**src/rtl/mapper_mem_arbiter_if.sv**
```systemverilog
// mapper_mem_arbiter_if: requester and memory-side bus of the mapper memory arbiter.
interface mapper_mem_arbiter_if;
   logic [2:0]  req;
   logic [26:0] addr0, addr1, addr2;
   logic [2:0]  wr;
   logic [7:0]  wdata0, wdata1, wdata2;
   logic [2:0]  ack;
   logic [7:0]  rdata;
   logic        mem_req;
   logic [26:0] mem_addr;
   logic        mem_we;
   logic [7:0]  mem_wdata;
   logic        mem_ready;
   logic [7:0]  mem_rdata;
   logic        timeout_err;
   modport slave (
      input  req, addr0, addr1, addr2, wr, wdata0, wdata1, wdata2, mem_ready, mem_rdata,
      output ack, rdata, mem_req, mem_addr, mem_we, mem_wdata, timeout_err
   );
   modport master (
      output req, addr0, addr1, addr2, wr, wdata0, wdata1, wdata2, mem_ready, mem_rdata,
      input  ack, rdata, mem_req, mem_addr, mem_we, mem_wdata, timeout_err
   );
endinterface

```
**src/rtl/mapper_mem_arbiter.sv**
```systemverilog
// mapper_mem_arbiter: three-requester arbiter (loader first, slots round-robin) in front of one
// single-outstanding memory port, with a WAIT-state timeout that forces completion.
module mapper_mem_arbiter #(
   parameter int TIMEOUT_CYC = 255
) (
   input  logic              clk,
   input  logic              reset,
   mapper_mem_arbiter_if.slave bus
);
   typedef enum logic [1:0] {IDLE, ISSUE, WAIT, DONE} state_t;
   state_t      state_q, state_d;
   logic [1:0]  win_q, win_d, pick;
   logic        last_q, last_d;
   logic [26:0] addr_q, addr_d;
   logic        we_q, we_d;
   logic [7:0]  wdata_q, wdata_d, rdata_q, rdata_d, cnt_q, cnt_d;
   logic        terr_q, terr_d;

   // last_q = 1 means slot 1 was granted last, so slot 0 wins a tie
   assign pick = bus.req[2] ? 2'd2 : (bus.req[0] && (!bus.req[1] || last_q)) ? 2'd0 : 2'd1;

   always_comb begin
      state_d = state_q;
      win_d   = win_q;
      last_d  = last_q;
      addr_d  = addr_q;
      we_d    = we_q;
      wdata_d = wdata_q;
      rdata_d = rdata_q;
      cnt_d   = cnt_q;
      terr_d  = terr_q;
      case (state_q)
         IDLE: if (|bus.req) begin
            win_d   = pick;
            last_d  = (pick == 2'd2) ? last_q : pick[0];
            addr_d  = (pick == 2'd2) ? bus.addr2 : (pick == 2'd1) ? bus.addr1 : bus.addr0;
            we_d    = (pick == 2'd2) ? bus.wr[2] : (pick == 2'd1) ? bus.wr[1] : bus.wr[0];
            wdata_d = (pick == 2'd2) ? bus.wdata2 : (pick == 2'd1) ? bus.wdata1 : bus.wdata0;
            state_d = ISSUE;
         end
         ISSUE: begin
            cnt_d   = 8'd0;
            state_d = WAIT;
         end
         WAIT: if (bus.mem_ready) begin
            rdata_d = we_q ? rdata_q : bus.mem_rdata;
            state_d = DONE;
         end else if (cnt_q + 8'd1 == 8'(TIMEOUT_CYC)) begin
            terr_d  = 1'b1;
            rdata_d = 8'hFF;
            state_d = DONE;
         end else begin
            cnt_d = cnt_q + 8'd1;
         end
         default: state_d = IDLE;
      endcase
   end

   always_ff @(posedge clk) begin
      if (reset) begin
         state_q <= IDLE;
         win_q   <= 2'd0;
         last_q  <= 1'b1;
         addr_q  <= '0;
         we_q    <= 1'b0;
         wdata_q <= 8'd0;
         rdata_q <= 8'hFF;
         cnt_q   <= 8'd0;
         terr_q  <= 1'b0;
      end else begin
         state_q <= state_d;
         win_q   <= win_d;
         last_q  <= last_d;
         addr_q  <= addr_d;
         we_q    <= we_d;
         wdata_q <= wdata_d;
         rdata_q <= rdata_d;
         cnt_q   <= cnt_d;
         terr_q  <= terr_d;
      end
   end

   assign bus.ack         = (state_q == DONE) ? (3'b001 << win_q) : 3'b000;
   assign bus.mem_req     = (state_q == ISSUE);
   assign bus.mem_addr    = addr_q;
   assign bus.mem_we      = we_q;
   assign bus.mem_wdata   = wdata_q;
   assign bus.rdata       = rdata_q;
   assign bus.timeout_err = terr_q;
endmodule

```
**src/flat_wrapper.sv**
```systemverilog
// flat-port wrapper written by rule: the top's interface ports become plain ports
module mapper_mem_arbiter_flat 
#(
   parameter int TIMEOUT_CYC = 255
)
  (clk, reset, bus_req, bus_addr0, bus_addr1, bus_addr2, bus_wr, bus_wdata0, bus_wdata1, bus_wdata2, bus_mem_ready, bus_mem_rdata, bus_ack, bus_rdata, bus_mem_req, bus_mem_addr, bus_mem_we, bus_mem_wdata, bus_timeout_err);
  mapper_mem_arbiter_if bus_i ();
  input  logic clk;
  input  logic reset;
  input wire logic [$bits(bus_i.req)-1:0] bus_req;
  input wire logic [$bits(bus_i.addr0)-1:0] bus_addr0;
  input wire logic [$bits(bus_i.addr1)-1:0] bus_addr1;
  input wire logic [$bits(bus_i.addr2)-1:0] bus_addr2;
  input wire logic [$bits(bus_i.wr)-1:0] bus_wr;
  input wire logic [$bits(bus_i.wdata0)-1:0] bus_wdata0;
  input wire logic [$bits(bus_i.wdata1)-1:0] bus_wdata1;
  input wire logic [$bits(bus_i.wdata2)-1:0] bus_wdata2;
  input wire logic [$bits(bus_i.mem_ready)-1:0] bus_mem_ready;
  input wire logic [$bits(bus_i.mem_rdata)-1:0] bus_mem_rdata;
  output wire logic [$bits(bus_i.ack)-1:0] bus_ack;
  output wire logic [$bits(bus_i.rdata)-1:0] bus_rdata;
  output wire logic [$bits(bus_i.mem_req)-1:0] bus_mem_req;
  output wire logic [$bits(bus_i.mem_addr)-1:0] bus_mem_addr;
  output wire logic [$bits(bus_i.mem_we)-1:0] bus_mem_we;
  output wire logic [$bits(bus_i.mem_wdata)-1:0] bus_mem_wdata;
  output wire logic [$bits(bus_i.timeout_err)-1:0] bus_timeout_err;
  assign bus_i.req = bus_req;
  assign bus_i.addr0 = bus_addr0;
  assign bus_i.addr1 = bus_addr1;
  assign bus_i.addr2 = bus_addr2;
  assign bus_i.wr = bus_wr;
  assign bus_i.wdata0 = bus_wdata0;
  assign bus_i.wdata1 = bus_wdata1;
  assign bus_i.wdata2 = bus_wdata2;
  assign bus_i.mem_ready = bus_mem_ready;
  assign bus_i.mem_rdata = bus_mem_rdata;
  assign bus_ack = bus_i.ack;
  assign bus_rdata = bus_i.rdata;
  assign bus_mem_req = bus_i.mem_req;
  assign bus_mem_addr = bus_i.mem_addr;
  assign bus_mem_we = bus_i.mem_we;
  assign bus_mem_wdata = bus_i.mem_wdata;
  assign bus_timeout_err = bus_i.timeout_err;
  mapper_mem_arbiter #(.TIMEOUT_CYC(TIMEOUT_CYC)) u_core (.clk(clk), .reset(reset), .bus(bus_i));
endmodule
```
**config.mk**
```make
export PLATFORM = sky130hd
export DESIGN_NAME = mapper_mem_arbiter_flat
export DESIGN_NICKNAME = d
export VERILOG_FILES = /design/src/rtl/mapper_mem_arbiter_if.sv /design/src/rtl/mapper_mem_arbiter.sv /design/src/flat_wrapper.sv
export SDC_FILE = /design/constraint.sdc
export NUM_CORES = 1
export LEC_CHECK = 0
export BUFFER_PORTS_ARGS = -buffer_cell sky130_fd_sc_hd__buf_2
export CAP_MARGIN = 10
export CORE_UTILIZATION = 48
export DETAILED_ROUTE_END_ITERATION = 10
export PLACE_DENSITY = 0.86
export SYNTH_ARGS = -nofsm -noshare
export SYNTH_HDL_FRONTEND = slang
export SYNTH_SLANG_ARGS = --single-unit
```
**constraint.sdc**
```tcl
create_clock -name clk -period 5.9 [get_ports clk]
set_input_delay 0.295 -clock clk [delete_from_list [all_inputs] [get_ports clk]]
set_output_delay 0.295 -clock clk [all_outputs]
set_load 0.005 [all_outputs]
```
==> metrics, run 1 <==
most frequent cell after synthesis dfxtp_1; number of gates resized after CTS 0; largest cells by area after synthesis dfxtp_1, mux2i_1, a22o_1; R2R Setup Slk 3.57 ns; Final WS setup ~3.6 ns; final hold violations 0; Chip Width between 80 and 90 um; Worst Path Required just over 6 ns; core area roughly 6000 um2; CTS buffer count 9; slew margin rel. about 57%; count of cells along the worst hold path 3; GRT Residual Overflow 0; element type at the critical path start flop; fillers around 500; I/O pins 171; Yosys cell types 41; Clock Latency Late Sink approximately 0.34 ns; largest net degree at the start of global routing 77; height of the die approximately 82 um; Max VDD drop between 0.2 and 0.25 mV; Synth area leader dfxtp_1; Synth Instances 349; total negative slack 0 ns; Synth top area share 38.1%; Critical Path Fanout Max 13; Total Power between 1 and 1.5 mW; postcts setup bufs 0; share of synthesized registers carrying an async set or reset 0%; Syn-to-layout area delta 34.2%; share of layout cells above drive strength 1 38.8%; Vias/cell ~5.2; critical path capture point type flop; final instance area roughly 4000 um2; Post-synth top cells dfxtp_1, nand2_1, mux2i_1; synthesized area just over 3000 um2; Initial Util about half; drt drc 0; Setup Skew 0.00743 ns; # H-tree levels 3; ratio of final minimum period to clock period between 30 and 40%; outcome finished clean; Max Cap Viol 0; Net Count, Synth between 400 and 500; predominant post-synthesis flop cell dfxtp_1; Num Clock Sinks 58; Max Slew Vio Count 0; CP Class flop to flop; final net count roughly 640; register area share after synthesis a little under two fifths; Vias just over 3,000; FMAX between 400 and 500 MHz; First-pass DRT Iterations 4; P_leak about 2 nW; FF-to-FF path depth 7; Slew @ Worst Pin about 0.64 ns; Rows 28; GRT Total Usage about a quarter; Port Buffer Count 170; Avg Cell Area, Syn between 8 and 9 um2; Final HPWL DP ~6.2 mm; per-cell routed wire length between 10 and 15 um; post-placement cell count 574; Post-CTS Hold Fix Bufs 0; placed cell areas between 3000 and 4000 um2; Die Footprint ~6700 um2; worst hold path type input port to flop; slowest CP cell or3b_1; Post-Place Setup Slack 3.35 ns; Pwr Density 308 nW/um2; initial antenna violation count 0; fin crit period 2.33 ns; Critical Path AT around 2.6 ns; drt initial violations 84; CTS tree built; Routability Congestion 0.832; cells along the critical path inv_1 > ha_1 > or3b_1 > mux2i_4 > a211o_1 > nand3_1 > a31oi_1; Inserted Diodes 0; final wirelength 8.04 mm; first-pass GRT wire length 12.0 mm; hold slack final between 0.15 and 0.2 ns; setup violators final 0; Synthesis Warnings 0; CTS max path bufs 2; Post-synth EDFFs 0; RSZ-0062 raised after global routing no; final cell count without fillers 588; ANT nets after route 0; FF+latch count, synth 58; root buf cell clkbuf_8; vias in the first global route 2,632; Layout Utilization between 60% and 70%; Worst-path clk slew about 0.060 ns; Largest stage delay, worst path between 0.4 and 0.5 ns
cells by family (layout without fill, tap and decap cells):
group           after synthesis  after routing  share of synthesized area (%)
fa+ha+maj                     7              7                           2.87
flops                        58             58                           38.1
xor+xnor                      2              2                          0.575
compound gates              108            108                           25.2
mux                          38             38                           12.9
buf+inv                      36            200                           4.97
simple gates                100            100                           15.4
layout make-up:
cell class	count	area [um2]	area share, %
clock buffer	11	141	3.46
clock inverter	3	17.5	0.428
inverter	12	45.0	1.10
multi-input combinational	255	1750	42.8
sequential	58	1160	28.4
tap	75	93.8	2.29
timing repair buffer	174	881	21.5
metal layers:
| metal | track usage [%] | wire, um |
|---|---|---|
| met5 | 0 | 0 |
| met4 | 11.1 | 191 |
| met3 | 7.22 | 476 |
| met2 | 41.3 | 4130 |
| met1 | 27.5 | 3240 |
state kept, by name, summed over array words and instances, names as in the netlist:
signal	count
u_core.bus.rdata	8
u_core.last_q	1
u_core.bus.mem_we	1
u_core.state_q	2
u_core.cnt_q	8
u_core.bus.timeout_err	1
u_core.bus.mem_wdata	8
u_core.bus.mem_addr	27
u_core.win_q	2
cell usage in the layout, fill, tap and decap left out, types with 10 or more instances in the layout:
cell / netlist / final
clkbuf_8: 0 / 10
nor2_1: 16 / 15
a22o_1: 36 / 36
buf_2: 7 / 170
o21ai_0: 23 / 23
inv_1: 12 / 12
dfxtp_1: 58 / 58
mux2i_1: 37 / 37
o21ai_1: 16 / 16
a21oi_1: 15 / 14
nand2_1: 49 / 49
power by group:
part           internal [mW]  switching [mW]
registers              0.481          0.0578
logic                  0.200           0.213
clock network          0.157           0.149
total                  0.839           0.420
final timing paths:
check / to / from
min reg2reg: u_core.bus.rdata[2] / u_core.bus.rdata[2]
max reg2reg: u_core.cnt_q[3] / u_core.state_q[0]
max: u_core.cnt_q[3] / u_core.state_q[0]
min: u_core.bus.rdata[5] / bus_mem_rdata[5]
worst max-delay path: cells and delay by family, from the launching register on:
family | cells | cell delay (ns)
AOI/OAI and AO/OA | 2 | 0.62
and+or+nand+nor | 2 | 0.58
adders and majority gates | 1 | 0.36
DFF | 1 | 0.34
muxes | 1 | 0.23
buffers and inverters | 1 | 0.11
No activity file was read; power rests on OpenSTA's default activity.
==> inputs of run 2 (changes only) <==
ABC_AREA = 1   (was default)
CORE_UTILIZATION = 44   (was 48)
PLACE_DENSITY = 0.8   (was 0.86)
clock period = 2.35 ns   (was 5.9 ns; I/O delays follow)
==> run 2 against run 1 <==
The run now ends with DRC left; count of clock-buffer cells in the layout up 2; synthesized cell count rose by 13%; total power grew to 2.8 times the previous value; fmax is 28% higher; worst setup slack worse by 3.0 ns; design area grew 1.9%; largest cell class unchanged; via count is 10% higher; hold slack worse by 0.18 ns; combinational power increased to 3.1 times the previous value; clock power rose to 3.1 times the previous value; global-route usage rose by 0.61 points; flip-flop and latch count stayed put.
==> metrics, run 2 <==
Synth Area in Simple Gates 29.1%; multiplexer area fraction after synthesis 0%; Initial Util between 40% and 50%; Pwr Density about 850 nW/um2; Rows 29; slew margin rel. 58.2%; Slew @ Worst Pin 0.626 ns; share of layout cells above drive strength 1 between 40% and 50%; cells along the critical path ha_1 > nand3_1 > o21bai_1 > nand2_1 > nor2_4 > nand2_4 > nand2_4 > nand3_1 > a21oi_1; xor and xnor fraction of the mapped netlist area 0.289%; Synth area leader dfxtp_1; final instance area 4170 um2; Vias/cell 5.26; critical path capture point type flop; max reg flops 27; largest cells by area after synthesis dfxtp_1, nand2_1, o211ai_1; Critical Path Fanout Max 13; total negative slack 0 ns; Num Clock Sinks 58; register area share after synthesis 38.3%; commonest non-fill, non-tap cell in the layout buf_2; Die Footprint 7230 um2; root buf cell clkbuf_8; Max Slew Vio Count 0; share of synthesized registers carrying an async set or reset 0%; ratio of final minimum period to clock period between 70 and 80%; GRT Total Usage roughly 25%; synthesized area 3030 um2; Yosys cell types 32; final net count around 700; final wirelength slightly below 9 mm; Port Buffer Count 170; fin crit period about 1.8 ns; Post-synth EDFFs 0; Reg area roughly 1200 um2; Synth top area share between 30% and 40%; Clock Latency Late Sink approximately 0.33 ns; Syn-to-layout area delta 37.5%; Critical Path AT about 2.1 ns; Vias approximately 3,400; largest family of logic cells by synthesized area simple AND/OR/NAND/NOR gates; Synth Area in Compound Gates 24.0%; Net Count, Synth between 500 and 600; area occupied by multi-input gates 1700 um2; CP Class flop to flop; height of the die about 85 um; I/O pins roughly 170; Final HPWL DP about 6.5 mm; setup violators final 0; CP top delay family simple AND/OR/NAND/NOR gates; Inserted Diodes 0; core area between 6000 and 7000 um2; initial antenna violation count 0; CTS buffer count 9; Max Cap Viol 0; vias in the first global route about 3,200; Post-CTS Hold Fix Bufs 5; Buf+Inv Stages, Crit Path 0; postcts setup bufs 0; Post-synth top cells nand2_1, dfxtp_1, nand3_1; RSZ-0062 raised after global routing no; largest net degree at the start of global routing 38; drt initial violations about 130; Synthesis Warnings 0; Chip Width approximately 85 um; FF+latch count, synth 58; slowest CP cell dfxtp_1; GRT Residual Overflow 0; Synth Area in Adders roughly 2.9%; Largest stage delay, worst path between 0.4 and 0.5 ns; FMAX roughly 550 MHz; number of gates resized after CTS 0; most frequent cells in the layout buf_2, nand2_1, dfxtp_1; final hold violations 0; Avg Cell Area, Syn 7.68 um2; Worst Path Required around 2.6 ns; worst hold path type input port to flop; Setup Skew between 0.009 and 0.01 ns; first-pass GRT wire length approximately 14 mm; # H-tree levels 3; failing checks DRC; P_leak 1.89 nW; drt drc 1; Worst-path clk slew 0.07 ns; Synth Instances approximately 400; First-pass DRT Iterations 7; per-cell routed wire length 13.7 um; placed cell areas a little under 4000 um2; CTS tree built; ANT nets after route 0; most frequent cell after synthesis nand2_1; predominant post-synthesis flop cell dfxtp_1; outcome finished, violations left; CTS max path bufs 2; fillers about 580; Routability Congestion 0.798; Max VDD drop around 0.37 mV; element type at the critical path start flop
## run 2: cell count changes in the layout (fill, tap and decap cells not counted), moves of 23 or more
cell and change:
mux2i_1 -37, a22o_1 -36, nand2_1 +35, o211ai_1 +29, or2_2 +24, o21ai_0 -23
## run 2: kinds of logic (layout without fill, tap and decap cells)
group / count (synthesis) / after routing
xor gates and xnor gates: 1 / 1
buffers and inverters: 40 / 212
AOI/OAI and AO/OA: 114 / 114
and+or+nand+nor: 175 / 175
DFF: 58 / 58
adders and majority gates: 7 / 7
## run 2: per-layer routing
| metal | up-vias | GRT usage [%] | wire (um) |
|---|---|---|---|
| met1 | 1499 | 28.6 | 3710 |
| li1 | 1716 | - | - |
| met5 | - | 0 | 0 |
| met3 | 30 | 5.06 | 481 |
| met2 | 142 | 43.3 | 4320 |
| met4 | 0 | 12.5 | 299 |
## run 2: layout make-up
class / count / area share, %
well taps: 77 / 2.31
flip-flops and latches: 58 / 27.9
clock buffers: 13 / 4.05
multi-input cells: 297 / 40.9
inverters: 17 / 1.53
repair buffers: 180 / 22.5
clock inverters: 2 / 0.841
## run 2: metrics by stage
| step | util, % | hold WS, ns | power [mW] | cells | setup WS, ns |
|---|---|---|---|---|---|
| after floorplan | - | 0.234 | 2.13 | 395 | 0.764 |
| after global placement | 60.3 | 0.326 | 2.60 | 624 | 0.607 |
| after detailed placement | 60.3 | 0.328 | 2.63 | 624 | 0.565 |
| after CTS | 64.2 | 0.00357 | 3.59 | 644 | 0.544 |
| after global routing | 64.2 | 0.0164 | 3.81 | 644 | 0.351 |
| final | 64.2 | 0.0164 | 3.56 | 644 | 0.532 |
## run 2: worst reg2reg max path, stage by stage (launching register included)
cell and delay (ns):
dfxtp_1 0.41, ha_1 0.22, nand3_1 0.16, o21bai_1 0.16
nand2_1 0.11, nor2_4 0.18, nand2_4 0.12, nand2_4 0.15
nand3_1 0.10, a21oi_1 0.14
## run 2: power breakdown
part	internal [mW]	switching (mW)
logic	0.538	0.720
registers	1.22	0.141
clock network	0.570	0.372
total	2.33	1.23
## run 2: worst paths after layout
kind	endpoint	depth (start not counted)	slack, ns	start
setup / recovery	u_core.cnt_q[3]	9	0.53	u_core.cnt_q[1]
hold / removal	u_core.bus.rdata[1]	3	0.02	bus_mem_rdata[1]
setup reg to reg	u_core.cnt_q[3]	9	0.53	u_core.cnt_q[1]
hold reg to reg	u_core.bus.timeout_err	2	0.46	u_core.bus.timeout_err
==> inputs of run 3 (changes only) <==
clock period = 1.7 ns   (was 2.35 ns; I/O delays follow)
==> run 3 against run 2 <==
The run ends with DRC, setup timing left; via count increased by 3.9%; critical path depth unchanged; critical endpoint is now u_core.cnt_q[2]; combinational power increased by 54%; first-iteration DRC count increased by 36%; critical path type unchanged; hold slack got worse by 0.0027 ns; die area unchanged; largest power group is now combinational cells; cell count increased by 2.5%; worst setup slack got worse by 0.56 ns.
==> metrics, run 3 (synthesized netlist as in run 2, its figures left out) <==
outcome finished, violations left; failing checks DRC, setup timing; drt initial violations between 150 and 200; Setup Skew 0.00900 ns; vias in the first global route roughly 3,300; root buf cell clkbuf_8; per-cell routed wire length approximately 14 um; initial antenna violation count 0; CP Class flop to flop; Initial Util 46.7%; Largest stage delay, worst path 0.38 ns; final hold violations 0; Final WS setup -0.0298 ns; max reg flops 27; final wirelength ~9.6 mm; core area between 6000 and 7000 um2; most frequent cells in the layout buf_2, nand2_1, dfxtp_1; Buf+Inv Stages, Crit Path 0; placed cell areas 4000 um2; FMAX about 580 MHz; Pwr Density ~1100 nW/um2; Max Slew Vio Count 0; height of the die approximately 85 um; Layout Utilization 68.4%; Max VDD drop around 0.51 mV; critical path capture point type flop; ratio of final minimum period to clock period 102%; RSZ-0062 raised after global routing yes; Port Buffer Count 170; Total Power 5.09 mW; P_leak a little under 2 nW; GRT Total Usage 25.7%; Max Cap Viol 0; setup violators final 1; Worst Path Required between 1.5 and 2 ns; element type at the critical path start flop; R2R Setup Slk -0.03 ns; final instance area 4440 um2; slowest CP cell dfxtp_4; Num Clock Sinks 58; final net count a little over 700; Inserted Diodes 0; share of layout cells above drive strength 1 ~45%; first-pass GRT wire length roughly 15 mm; fin crit period 1.73 ns; commonest non-fill, non-tap cell in the layout buf_2; # H-tree levels 3; worst hold path type input port to flop; total negative slack -0.0298 ns; CTS tree built; Syn-to-layout area delta 46.6%; slew margin rel. 71.7%; First-pass DRT Iterations 10; Worst-path clk slew around 0.06 ns; Final HPWL DP 6.79 mm; CP top delay family simple AND/OR/NAND/NOR gates; Critical Path AT slightly below 2 ns; Slew @ Worst Pin around 0.42 ns; cells along the critical path ha_4 > nand3_4 > o21bai_1 > nand2_1 > nor2_4 > nand2_8 > nand2_4 > nand3_1 > a21oi_1; Vias 3,519; Post-Place Setup Slack -0.0181 ns; largest net degree at the start of global routing 40; Critical Path Fanout Max 8; Chip Width ~85 um; ANT nets after route 0; Clock Latency Late Sink about 0.34 ns; GRT Residual Overflow 0; Vias/cell approximately 5.3; Die Footprint 7230 um2; CTS buffer count 9; drt drc 1; CTS max path bufs 2; Routability Congestion around 0.84; Rows 29; I/O pins about 170
[run 3: cell count changes in the layout (fill, tap and decap cells not counted), sizes merged]
cell         change
dlygate4sd3      +3
nand3            +1
clkbuf           +1
nand2            +1
buf             +10
[run 3: through the flow]
stage	std cells	hold slack, ns
after detailed placement	630	0.299
after global placement	630	0.289
after global routing	660	0.0203
final	660	0.0137
after floorplan	395	0.202
after CTS	654	0.0124
[run 3: final cells by class]
class / instances / area (um2)
clock buffers: 14 / 163
clock inverters: 2 / 35.0
fillers: 559 / 2050
inverters: 17 / 66.3
multi-input cells: 299 / 1810
flip-flops and latches: 58 / 1170
well taps: 77 / 96.3
repair buffers: 193 / 1100
[run 3: routing by layer]
metal  wire length [um]  GRT usage, %  vias up
met5                  0             0        -
met4                258          11.7        0
met3                511          4.77       22
met2               4910          46.6      147
met1               3890          29.1     1605
li1                   -             -     1745
[run 3: timing repair]
item / CTS / global route
gates resized for setup: 2 / 27
hold endpoints to repair: 8 / 0
buffers inserted: 0 / 4
hold buffers: 8 / 0
pin swaps: 1 / 10
cloned: 0 / 2
endpoints found under the setup margin: 18 / 53
[run 3: worst reg2reg max path, stage by stage, from the launching register on]
cell      delay (ns)
dfxtp_4         0.38
ha_4            0.17
nand3_4         0.09
o21bai_1        0.16
nand2_1         0.13
nor2_4          0.22
nand2_8         0.12
nand2_4         0.11
nand3_1         0.09
a21oi_1         0.17
[run 3: where the power goes]
group,switching (mW),internal (mW),leakage [nW]
clock,0.520,0.756,0.101
sequential,0.195,1.68,0.480
combinational,1.07,0.864,1.39
total,1.79,3.31,1.97
[run 3: path summary, 6_finish.rpt]
path	start	cells after the start	end
hold reg to reg	u_core.bus.mem_wdata[2]	2	u_core.bus.mem_wdata[2]
setup reg to reg	u_core.cnt_q[0]	9	u_core.cnt_q[2]
setup / recovery	u_core.cnt_q[0]	9	u_core.cnt_q[2]
hold / removal	bus_addr2[17]	3	u_core.bus.mem_addr[17]
